$ cat config.mk
export PLATFORM = sky130hd
export DESIGN_NAME = ps2_keyboard_rx
export DESIGN_NICKNAME = d
export VERILOG_FILES = /design/src/rtl/ps2_keyboard_rx.sv
export SDC_FILE = /design/constraint.sdc
export NUM_CORES = 1
export LEC_CHECK = 0
export CAP_MARGIN = 20
export CORE_MARGIN = 2
export CORE_UTILIZATION = 30
export CTS_BUF_LIST = sky130_fd_sc_hd__clkbuf_4
export DETAILED_ROUTE_END_ITERATION = 10
export MAX_ROUTING_LAYER = met4
export SYNTH_ARGS = -nofsm -noshare
export SYNTH_HDL_FRONTEND = slang
export SYNTH_SLANG_ARGS = --single-unit
$ cat constraint.sdc
create_clock -name clk -period 2.4 [get_ports clk]
set_input_delay 0.48 -clock clk [delete_from_list [all_inputs] [get_ports clk]]
set_output_delay 0.48 -clock clk [all_outputs]
set_load 0.05 [all_outputs]
$ cat src/rtl/ps2_keyboard_rx.sv
// PS/2 keyboard receiver: synchronizes and de-glitches the PS/2 lines, deframes
// 11-bit frames (start, 8 data LSB first, odd parity, stop) and decodes make codes.
module ps2_keyboard_rx #(
    parameter int FILTER_LEN     = 4,
    parameter int TIMEOUT_CYCLES = 100000
) (
    input  logic       clk,
    input  logic       rst_n,
    input  logic       ps2_clk,
    input  logic       ps2_data,
    output logic [7:0] key_code,
    output logic       data_ready,
    output logic       parity_err,
    output logic       frame_err
);

    localparam int FW = (FILTER_LEN > 1) ? $clog2(FILTER_LEN) : 1;
    localparam int TW = $clog2(TIMEOUT_CYCLES + 1);

    // Frame FSM states; state_q is the observable frame state.
    typedef enum logic [1:0] {
        IDLE   = 2'd0,
        DATA   = 2'd1,
        PARITY = 2'd2,
        STOP   = 2'd3
    } state_e;

    logic          clk_meta_q, clk_sync_q;
    logic          data_meta_q, data_sync_q;
    logic          filt_q, filt_d;
    logic [FW-1:0] filt_cnt_q, filt_cnt_d;
    logic          fall_edge;

    state_e        state_q, state_d;
    logic [2:0]    bit_cnt_q, bit_cnt_d;
    logic [7:0]    shift_q, shift_d;
    logic          par_q, par_d;
    logic [TW-1:0] tmo_q, tmo_d;
    logic          timeout;
    logic          brk_q, brk_d;
    logic          ext_q, ext_d;
    logic [7:0]    key_q, key_d;
    logic          dr_q, dr_d;
    logic          pe_q, pe_d;
    logic          fe_q, fe_d;

    // Synchronizers and filter preset high so reset looks like an idle bus.
    always_ff @(posedge clk or negedge rst_n) begin
        if (!rst_n) begin
            clk_meta_q  <= 1'b1;
            clk_sync_q  <= 1'b1;
            data_meta_q <= 1'b1;
            data_sync_q <= 1'b1;
            filt_q      <= 1'b1;
            filt_cnt_q  <= '0;
        end else begin
            clk_meta_q  <= ps2_clk;
            clk_sync_q  <= clk_meta_q;
            data_meta_q <= ps2_data;
            data_sync_q <= data_meta_q;
            filt_q      <= filt_d;
            filt_cnt_q  <= filt_cnt_d;
        end
    end

    always_comb begin
        filt_d     = filt_q;
        filt_cnt_d = '0;
        if (clk_sync_q != filt_q) begin
            if (filt_cnt_q == FW'(FILTER_LEN - 1)) begin
                filt_d = clk_sync_q;
            end else begin
                filt_cnt_d = filt_cnt_q + 1'b1;
            end
        end
    end

    // Edge is flagged in the same cycle the sampled data is still current.
    assign fall_edge = filt_q & ~filt_d;

    always_ff @(posedge clk or negedge rst_n) begin
        if (!rst_n) begin
            state_q   <= IDLE;
            bit_cnt_q <= '0;
            shift_q   <= '0;
            par_q     <= 1'b0;
            tmo_q     <= '0;
            brk_q     <= 1'b0;
            ext_q     <= 1'b0;
            key_q     <= '0;
            dr_q      <= 1'b0;
            pe_q      <= 1'b0;
            fe_q      <= 1'b0;
        end else begin
            state_q   <= state_d;
            bit_cnt_q <= bit_cnt_d;
            shift_q   <= shift_d;
            par_q     <= par_d;
            tmo_q     <= tmo_d;
            brk_q     <= brk_d;
            ext_q     <= ext_d;
            key_q     <= key_d;
            dr_q      <= dr_d;
            pe_q      <= pe_d;
            fe_q      <= fe_d;
        end
    end

    always_comb begin
        if (state_q == IDLE || fall_edge) begin
            tmo_d = '0;
        end else begin
            tmo_d = tmo_q + 1'b1;
        end
    end

    assign timeout = (state_q != IDLE) && !fall_edge &&
                     (tmo_q == TW'(TIMEOUT_CYCLES - 1));

    always_comb begin
        state_d   = state_q;
        bit_cnt_d = bit_cnt_q;
        shift_d   = shift_q;
        par_d     = par_q;
        brk_d     = brk_q;
        ext_d     = ext_q;
        key_d     = key_q;
        dr_d      = 1'b0;
        pe_d      = 1'b0;
        fe_d      = 1'b0;

        case (state_q)
            IDLE: begin
                if (fall_edge && !data_sync_q) begin
                    state_d   = DATA;
                    bit_cnt_d = '0;
                    shift_d   = '0;
                end
            end
            DATA: begin
                if (fall_edge) begin
                    shift_d = {data_sync_q, shift_q[7:1]};
                    if (bit_cnt_q == 3'd7) begin
                        state_d = PARITY;
                    end else begin
                        bit_cnt_d = bit_cnt_q + 3'd1;
                    end
                end
            end
            PARITY: begin
                if (fall_edge) begin
                    par_d   = data_sync_q;
                    state_d = STOP;
                end
            end
            STOP: begin
                if (fall_edge) begin
                    state_d   = IDLE;
                    bit_cnt_d = '0;
                    // A bad stop bit outranks a bad parity bit.
                    if (!data_sync_q) begin
                        fe_d  = 1'b1;
                        brk_d = 1'b0;
                        ext_d = 1'b0;
                    end else if (^{shift_q, par_q} == 1'b0) begin
                        pe_d  = 1'b1;
                        brk_d = 1'b0;
                        ext_d = 1'b0;
                    end else begin
                        case (shift_q)
                            8'hF0: brk_d = 1'b1;
                            8'hE0: ext_d = 1'b1;
                            default: begin
                                if (!brk_q) begin
                                    key_d = shift_q;
                                    dr_d  = 1'b1;
                                end
                                brk_d = 1'b0;
                                ext_d = 1'b0;
                            end
                        endcase
                    end
                end
            end
            default: state_d = IDLE;
        endcase

        if (timeout) begin
            state_d   = IDLE;
            bit_cnt_d = '0;
            shift_d   = '0;
            fe_d      = 1'b1;
            brk_d     = 1'b0;
            ext_d     = 1'b0;
        end
    end

    assign key_code   = key_q;
    assign data_ready = dr_q;
    assign parity_err = pe_q;
    assign frame_err  = fe_q;

endmodule

* Word-level counts from Yosys, hierarchy flattened
Index checks and enable logic that the tools add are counted.
Widths: inputs -> output; s select.
** Word-level totals
- Register bits :: 50
- Logic and storage cells :: 101
- Input bits :: 4
** Cells by class
- Bitwise gates (word level) :: 4
- Equal/unequal tests :: 16
- Reduce and logical (&&, ||, !) cells :: 20
- Add/subtract/negate cells :: 3
- Multiplexer cells :: 42
** Operators by type and width (number)
- $mux 8 :: 3
- $mux 1 :: 21
- $add 17x1->17 const B :: 1
- $eq 17x17->1 const B :: 1
- $mux 17 :: 1
- $eq 8x8->1 const B :: 2
- $mux 2 :: 8
- $pmux 8 s2 :: 1
- $mux 3 :: 5
- $ne 3x3->1 const B :: 5
- $reduce_and 5->1 :: 2
- $pmux 3 s3 :: 1
- $reduce_xor 9->1 :: 1
- $pmux 2 s4 :: 1
- $eq 2x2->1 const B :: 3
- $reduce_and 3->1 :: 2
- $reduce_and 6->1 :: 1
- $reduce_bool 2->1 :: 3
- $ne 4x4->1 const B :: 1
- $reduce_bool 4->1 :: 1
- $add 3x1->3 const B :: 1
- $eq 3x3->1 const B :: 1
- $logic_and 1x1->1 :: 3
- $ne 3x2->1 const B :: 1
- 12 further kinds :: 15

* Logic depth before layout (Yosys ltp)
Gate-level depths: netlist of the first run.
- Depth in word-level cells :: 10
- Mapped depth :: 8
- Depth with buffers taken out :: 8

* Worst setup path after synthesis of the first run
Ideal clock, no wire load.
- Kind :: register to register
- Start point :: register shift_q[4]
- End point :: register key_q[0] (netlist: key_code[0])
- Data arrival time :: 2.116 ns
- Path buffers :: 0
- Setup time :: 0.125 ns
- Path slack :: 0.159 ns
- Cell stages (with the launch flop) :: 7
- Data required time :: 2.275 ns
- Cells stage by stage :: dfrtp_1 -> xnor2_1 -> xnor3_1 -> xnor2_2 -> nor3_1 -> a211oi_4 -> mux2_2
** On the way
- Word-level cells in the longest chain between the ends :: 4
- Elaborated cells between the ends (all ways) :: 6
- Classes of those cells :: eq/ne: 2; bitwise: 1; reduce/logical: 3
** RTL lines
- start: declaration :: RTL line 36 : logic [7:0] shift_q, shift_d;
- start signal: assignment :: RTL line 97 : shift_q <= shift_d;
- $eq 8x8->1 :: RTL line 170 : case (shift_q)
- $reduce_or 2->1 (no line)
- $not 1->1 (no line)
- $reduce_and 6->1 (no line) (*)
- end signal: assignment :: RTL line 102 : key_q <= key_d;
- end: declaration :: RTL line 42 : logic [7:0] key_q, key_d;
Mark *: on every way between the ends. The rest lies on a longest branch, timed or not.
A chain may end at the register's enable or synchronous reset.

* Final worst setup path of the first run
- Start point :: register shift_q[0]
- End point :: register key_q[6] (netlist: key_code[6])
The elaborated chain is that of the path after synthesis.

==> results of run 1 <==
## metal layers
layer / global-route usage, % / wire length, um / vias to the layer above
li1: - / - / 776
met1: 15.4 / 2090 / 774
met2: 16.0 / 1910 / 18
met3: 2.66 / 108 / 5
met4: 2.57 / 21 / 0
met5: - / 0 / -
## state kept, by name, summed over array words and instances, names as in the netlist, 2 cells and up
name        flops
tmo_q          17
shift_q         8
bit_cnt_q       3
state_q         2
filt_cnt_q      2
key_code        8
## stage by stage
step	cell area (um^2)	hold WS [ps]	power, mW	cells	setup TNS (ps)
2_1_floorplan	2380	184	1.58	205	0
3_3_place_gp	2700	346	1.73	326	0
3_5_place_dp	2700	348	1.75	326	-112
4_1_cts	2800	86.8	2.35	334	0
5_1_grt	2820	104	2.51	335	-3.86
6_report	2820	82.6	2.33	335	0
## worst paths after layout
| path | start | endpoint | cells after the start |
|---|---|---|---|
| setup / recovery | shift_q[0]$_DFFE_PN0P_ | key_code[6]$_DFFE_PN0P_ | 7 |
| hold / removal | rst_n | key_code[1]$_DFFE_PN0P_ | 1 |
| setup reg to reg | shift_q[0]$_DFFE_PN0P_ | key_code[6]$_DFFE_PN0P_ | 7 |
| hold reg to reg | clk_meta_q$_DFF_PN1_ | clk_sync_q$_DFF_PN1_ | 0 |
| max in group asynchronous | rst_n | data_meta_q$_DFF_PN1_ | 2 |
| min in group clk | clk_meta_q$_DFF_PN1_ | clk_sync_q$_DFF_PN1_ | 0 |
## what timing repair did
item	in CTS	in global routing
gates resized for setup	0	4
setup endpoints to repair	7	7
pin swaps	1	2
buffers inserted	0	1
## synth_stat cells, types with 2 or more instances
master	number
xnor3_1	2
and4_1	3
nand4_1	2
mux2_2	10
nand4b_1	2
a22o_1	9
nor2_1	22
dfrtp_1	45
inv_1	4
nand2b_1	3
nor3_1	6
o21ai_0	7
nand2_1	15
xnor2_1	8
nor2b_1	4
clkbuf_1	3
xor2_1	11
ha_1	8
a31oi_1	2
and3_1	4
nand3_1	7
dfstp_2	5
## cells by family after synthesis
kind of cell,Yosys count,synth area share (%)
DFF,50,52.8
adders and majority gates,8,4.21
AOI/OAI and AO/OA,26,8.20
xor gates and xnor gates,23,10.6
and+or+nand+nor,77,17.1
muxes,12,5.63
buffers and inverters,9,1.47
## worst max-delay path: cells and delay by family (launching register included)
kind	cells	cell delay (ps)
compound gates	1	40
xor+xnor	2	620
buf+inv	1	180
flops	1	480
mux	2	620
simple gates	1	270
## final cells by class
type                            instances  area, um^2  area share [%]
Clock inverter                          3        63.8            2.26
Sequential cell                        50        1260            44.6
Timing Repair Buffer                   25         218            7.71
Inverter                                4        15.0           0.532
Tap cell                              102         128            4.52
Multi-Input combinational cell        146        1100            39.1
Clock buffer                            5        37.5            1.33
## power breakdown
group / internal (mW) / total [mW] / switching, mW
Sequential: 0.945 / 1.04 / 0.0991
Combinational: 0.335 / 0.704 / 0.368
Clock: 0.321 / 0.584 / 0.263
Total: 1.60 / 2.33 / 0.730
==> impl_results.md, run 1 <==
* Status: finished, final reports clean
* Number of flip-flops and latches in the synthesized netlist at 50
* Overall fraction of global-route tracks in use at 10.9%
* Number of global-route vias before repair at between 1,500 and 2,000
* Setup WS post-layout at about 83 ps
* Final cell utilization of the core at 36.7%
* Max-cap violations at 0
* Final-layout fill cell count at 770
* Most common cell after layout, fill and taps aside: dfrtp_1
* Kind of critical path: reg -> reg
* Average wire per standard cell at 12.3 um
* Achievable clock frequency at 432 MHz
* Number of distinct library cells after synthesis at 45
* Worst-Margin Slew at between 500 and 600 ps
* Vias per inst at 4.70
* Post-synth top area share at between 40% and 50%
* Drt first-iter violations at 71
* Overflow left after global routing at 0
* Number of max-slew violations in the final report at 0
* HPWL after detailed placement at between 2000 and 3000 um
* Endpoint class of the critical path: register
* Most used cells in the layout excluding fill and tap cells: 44 x dfrtp_1, 22 x nor2_1, 15 x nand2_1, 13 x clkdlybuf4s50_1, 11 x buf_4
* Mean cell area of the mapped netlist at 11.6 um^2
* Cell-by-cell trace of the critical path: xnor2_1, xnor3_1, mux2_2, nor3_4, a211oi_4, buf_4, mux2_1
* Startpoint kind of the worst setup timing path: register
* Max-Slew Margin vs Limit at between 60 and 70%
* Total nets after synthesis at 217
* CTS clock-pin slew for the worst setup and hold paths at about 150 ps
* Setup WS pre-CTS at -27.2 ps
* Seq/Total Area, Yosys at approximately 53%
* Number of nets in the layout at ~240
* Critical Path Slowest Stage Cell: dfrtp_2
* Clk sinks at 50
* Area of the mapped netlist at 0.00238 mm^2
* Number of buffers added to fix hold violations after cts at 0
* Remaining antenna violation count at 0
* Arrival @ worst endpoint at between 2000 and 3000 ps
* Maximum root-to-sink buffer count at 2
* Worst min path class: in -> async
* Highest fanout seen on the critical path at 8
* RSZ-0062 raised after global routing: true
* I/O Pins at 15
* Fraction of layout cells with a size suffix above 1 at between 10% and 20%
* Library cell occupying the most area in the post-synthesis netlist: dfrtp_1
* Number of enable flip-flop cells after synthesis at 0
* Antenna violations before repair at 0
* CTS H-tree lvls at 2
* Height of the die at approximately 93 um
* Core Box Area at approximately 0.0077 mm^2
* Via Count at ~1,600
* Final setup vio count at 0
* Clock latency at the later pin of the worst-skew pair at ~360 ps
* Final RePlAce weighted congestion at around 0.8
* Fin Clk Skew at 11.8 ps
* Worst path max stage delay at between 400 and 500 ps
* CTS Buf Count at 5
* Wire length reported by the detailed router at about 4100 um
* Root Driver: clkbuf_4
* Remaining design rule violation count at 0
* Antenna diode instance count at 0
* Pre-Repair DR Iteration Count at 4
* Synthesized instance count at 205
* Worst R2R Setup Slack at 80 ps
* # rows at 32
* Number of buffers inserted by port buffering at 14
* Period utilisation layout at a little over nine tenths
* Minimum clock period after layout at roughly 2300 ps
* Horizontal die dimension at roughly 93 um
* Initial Util at 31.0%
* CTS tree: yes
* Number of synthesis warnings at 0
* Overall die area at slightly below 0.009 mm^2
* Share of synthesized flip-flops with an asynchronous set or reset at 100%
* Highest ir drop seen on vdd at roughly 0.29 mV
* LEAKAGE at roughly 1.3 nW
* First-pass GRT wire length at approximately 7400 um
* Dominant register cell in the synthesized netlist: dfrtp_1
* Area Overhead vs Synth at 18.7%
* Biggest area contributors in the synthesized netlist: dfrtp_1 47%, dfstp_2 5.5%, mux2_2 4.7%
* Power density over the cells at slightly above 800 mW/mm^2
* Worst EP required at approximately 2700 ps
* Final hold violations at 0
* Largest net degree at the start of global routing at 26
No activity file was read; power rests on OpenSTA's default activity.
==> run 2, diff against run 1 <==
- PLACE_DENSITY: not set -> 0.48
==> impl_results.md, run 2 (synthesis gave the netlist of run 1 again) <==
* Most common cell after layout, fill and taps aside: dfrtp_1
* Pre-Repair DR Iteration Count at 4
* Most used cells in the layout excluding fill and tap cells: 44 x dfrtp_1, 22 x nor2_1, 15 x nand2_1, 13 x clkdlybuf4s50_1
* Height of the die at 93.1 um
* Number of global-route vias before repair at ~1,600
* Highest fanout seen on the critical path at 8
* Overflow left after global routing at 0
* First-pass GRT wire length at between 7000 and 8000 um
* Antenna violations before repair at 0
* Period utilisation layout at a little over nine tenths
* Startpoint kind of the worst setup timing path: register
* Fraction of layout cells with a size suffix above 1 at 18.0%
* CTS H-tree lvls at 2
* Clk sinks at 50
* Overall fraction of global-route tracks in use at 11.2%
* Kind of critical path: reg -> reg
* Number of nets in the layout at about 240
* Worst path max stage delay at 480 ps
* CTS Buf Count at 5
* Max-Slew Margin vs Limit at slightly above 60%
* Final cell utilization of the core at roughly 37%
* Largest reg by FF count: tmo_q
* Worst EP required at 2670 ps
* Core Box Area at 0.00769 mm^2
* Horizontal die dimension at between 90 and 100 um
* Final-layout fill cell count at ~790
* Number of buffers inserted by port buffering at 14
* Highest ir drop seen on vdd at between 0.4 and 0.5 mV
* Initial Util at roughly 31%
* Max-cap violations at 0
* Final setup vio count at 0
* Average wire per standard cell at roughly 13 um
* Via Count at about 1,600
* Number of buffers added to fix hold violations after cts at 0
* Number of max-slew violations in the final report at 0
* I/O Pins at 15
* Overall die area at 0.00866 mm^2
* Largest net degree at the start of global routing at 20
* Drt first-iter violations at 70
* CTS tree: yes
* Clock latency at the later pin of the worst-skew pair at between 300 and 400 ps
* Count of buffer and inverter cells on the critical path at 1
* Critical Path Slowest Stage Cell: dfrtp_2
* Remaining design rule violation count at 0
* Crit-path leading delay family: multiplexers
* CTS clock-pin slew for the worst setup and hold paths at 150 ps
* Worst-Margin Slew at between 500 and 600 ps
* Fin Clk Skew at 15.2 ps
* Cell-by-cell trace of the critical path: xor2_2, xnor3_1, mux2_2, nor3_4, a211oi_4, buf_12, mux2_1
* Root Driver: clkbuf_4
* Final RePlAce weighted congestion at around 0.75
* Final hold violations at 0
* Flip-flop count of the largest register, all copies and words added at 17
* Minimum clock period after layout at 2330 ps
* Area Overhead vs Synth at 18.1%
* Wire length reported by the detailed router at between 4000 and 5000 um
* HPWL after detailed placement at between 3000 and 4000 um
* Antenna diode instance count at 0
* Maximum root-to-sink buffer count at 2
* Register cell area after layout at approximately 0.0013 mm^2
* # rows at 32
* Power density over the cells at ~800 mW/mm^2
* Endpoint class of the critical path: register
* Multi-input gate area at about 0.0011 mm^2
* Smallest hold slack at ~12 ps
* Worst min path class: in -> async
* Cell count after placement at 326
* Remaining antenna violation count at 0
* Final Instance Count excl. Fillers at about 340
* Vias per inst at roughly 4.7
* Achievable clock frequency at between 400 and 500 MHz
* LEAKAGE at 1.32 nW
* Status: finished, final reports clean
* Arrival @ worst endpoint at roughly 2600 ps
## run 2: changes by cell type in the layout (fill, tap and decap cells not counted), sizes merged
cell and delta:
clkinv +1, bufinv -1
## run 2: final cells by class
| class | count | area share, % |
|---|---|---|
| flip-flops and latches | 50 | 44.8 |
| multi-input cells | 146 | 39.2 |
| repair buffers | 25 | 8.19 |
| well taps | 102 | 4.54 |
| clock inverters | 3 | 1.42 |
| clock buffers | 5 | 1.34 |
| inverters | 4 | 0.534 |
## run 2: per-stage QoR
step                      worst slack (ps)  instance area, um^2  total power, mW  setup TNS, ps
after detailed placement              28.3                 2700             1.79              0
after floorplan                        159                 2380             1.58              0
after global placement                89.1                 2700             1.78              0
final                                 74.6                 2810             2.24              0
after global routing                 -2.52                 2810             2.42          -2.52
after CTS                             1.50                 2780             2.28              0
## run 2: where the power goes
part / switching (mW) / total [mW] / internal, mW
clock: 0.268 / 0.485 / 0.216
sequential: 0.0968 / 1.04 / 0.946
combinational: 0.365 / 0.716 / 0.351
## run 2: worst paths after layout
path	slack (ps)	cells past startpoint	startpoint	to
worst max-delay path	70	7	shift_q[2]$_DFFE_PN0P_	key_code[6]$_DFFE_PN0P_
worst min-delay path	10	1	rst_n	key_code[6]$_DFFE_PN0P_
worst max register to register	70	7	shift_q[2]$_DFFE_PN0P_	key_code[6]$_DFFE_PN0P_
worst min register to register	370	0	clk_meta_q$_DFF_PN1_	clk_sync_q$_DFF_PN1_
max in group asynchronous	1720	2	rst_n	data_meta_q$_DFF_PN1_
min in group clk	370	0	clk_meta_q$_DFF_PN1_	clk_sync_q$_DFF_PN1_
## run 2: per-layer routing
| layer | global-route usage, % | share of wire (%) | vias up |
|---|---|---|---|
| met4 | 2.94 | 0.90 | 0 |
| li1 | - | - | 773 |
| met5 | - | 0 | - |
| met1 | 15.3 | 50 | 776 |
| met2 | 17.0 | 46 | 17 |
| met3 | 2.66 | 3.1 | 7 |
## run 2: timing repair
action / in CTS / in global routing
setup endpoints to repair: 0 / 7
buffers inserted: 0 / 1
gates resized for setup: 0 / 3
hold endpoints to repair: 0 / 0
## run 2: worst register-to-register path: cells and delay by family (launching register included)
family / cells / cell delay [ps]
AO/OA/AOI/OAI: 1 / 80
XOR/XNOR: 2 / 600
buffers and inverters: 1 / 160
flip-flops: 1 / 480
multiplexers: 2 / 670
AND/OR/NAND/NOR: 1 / 260
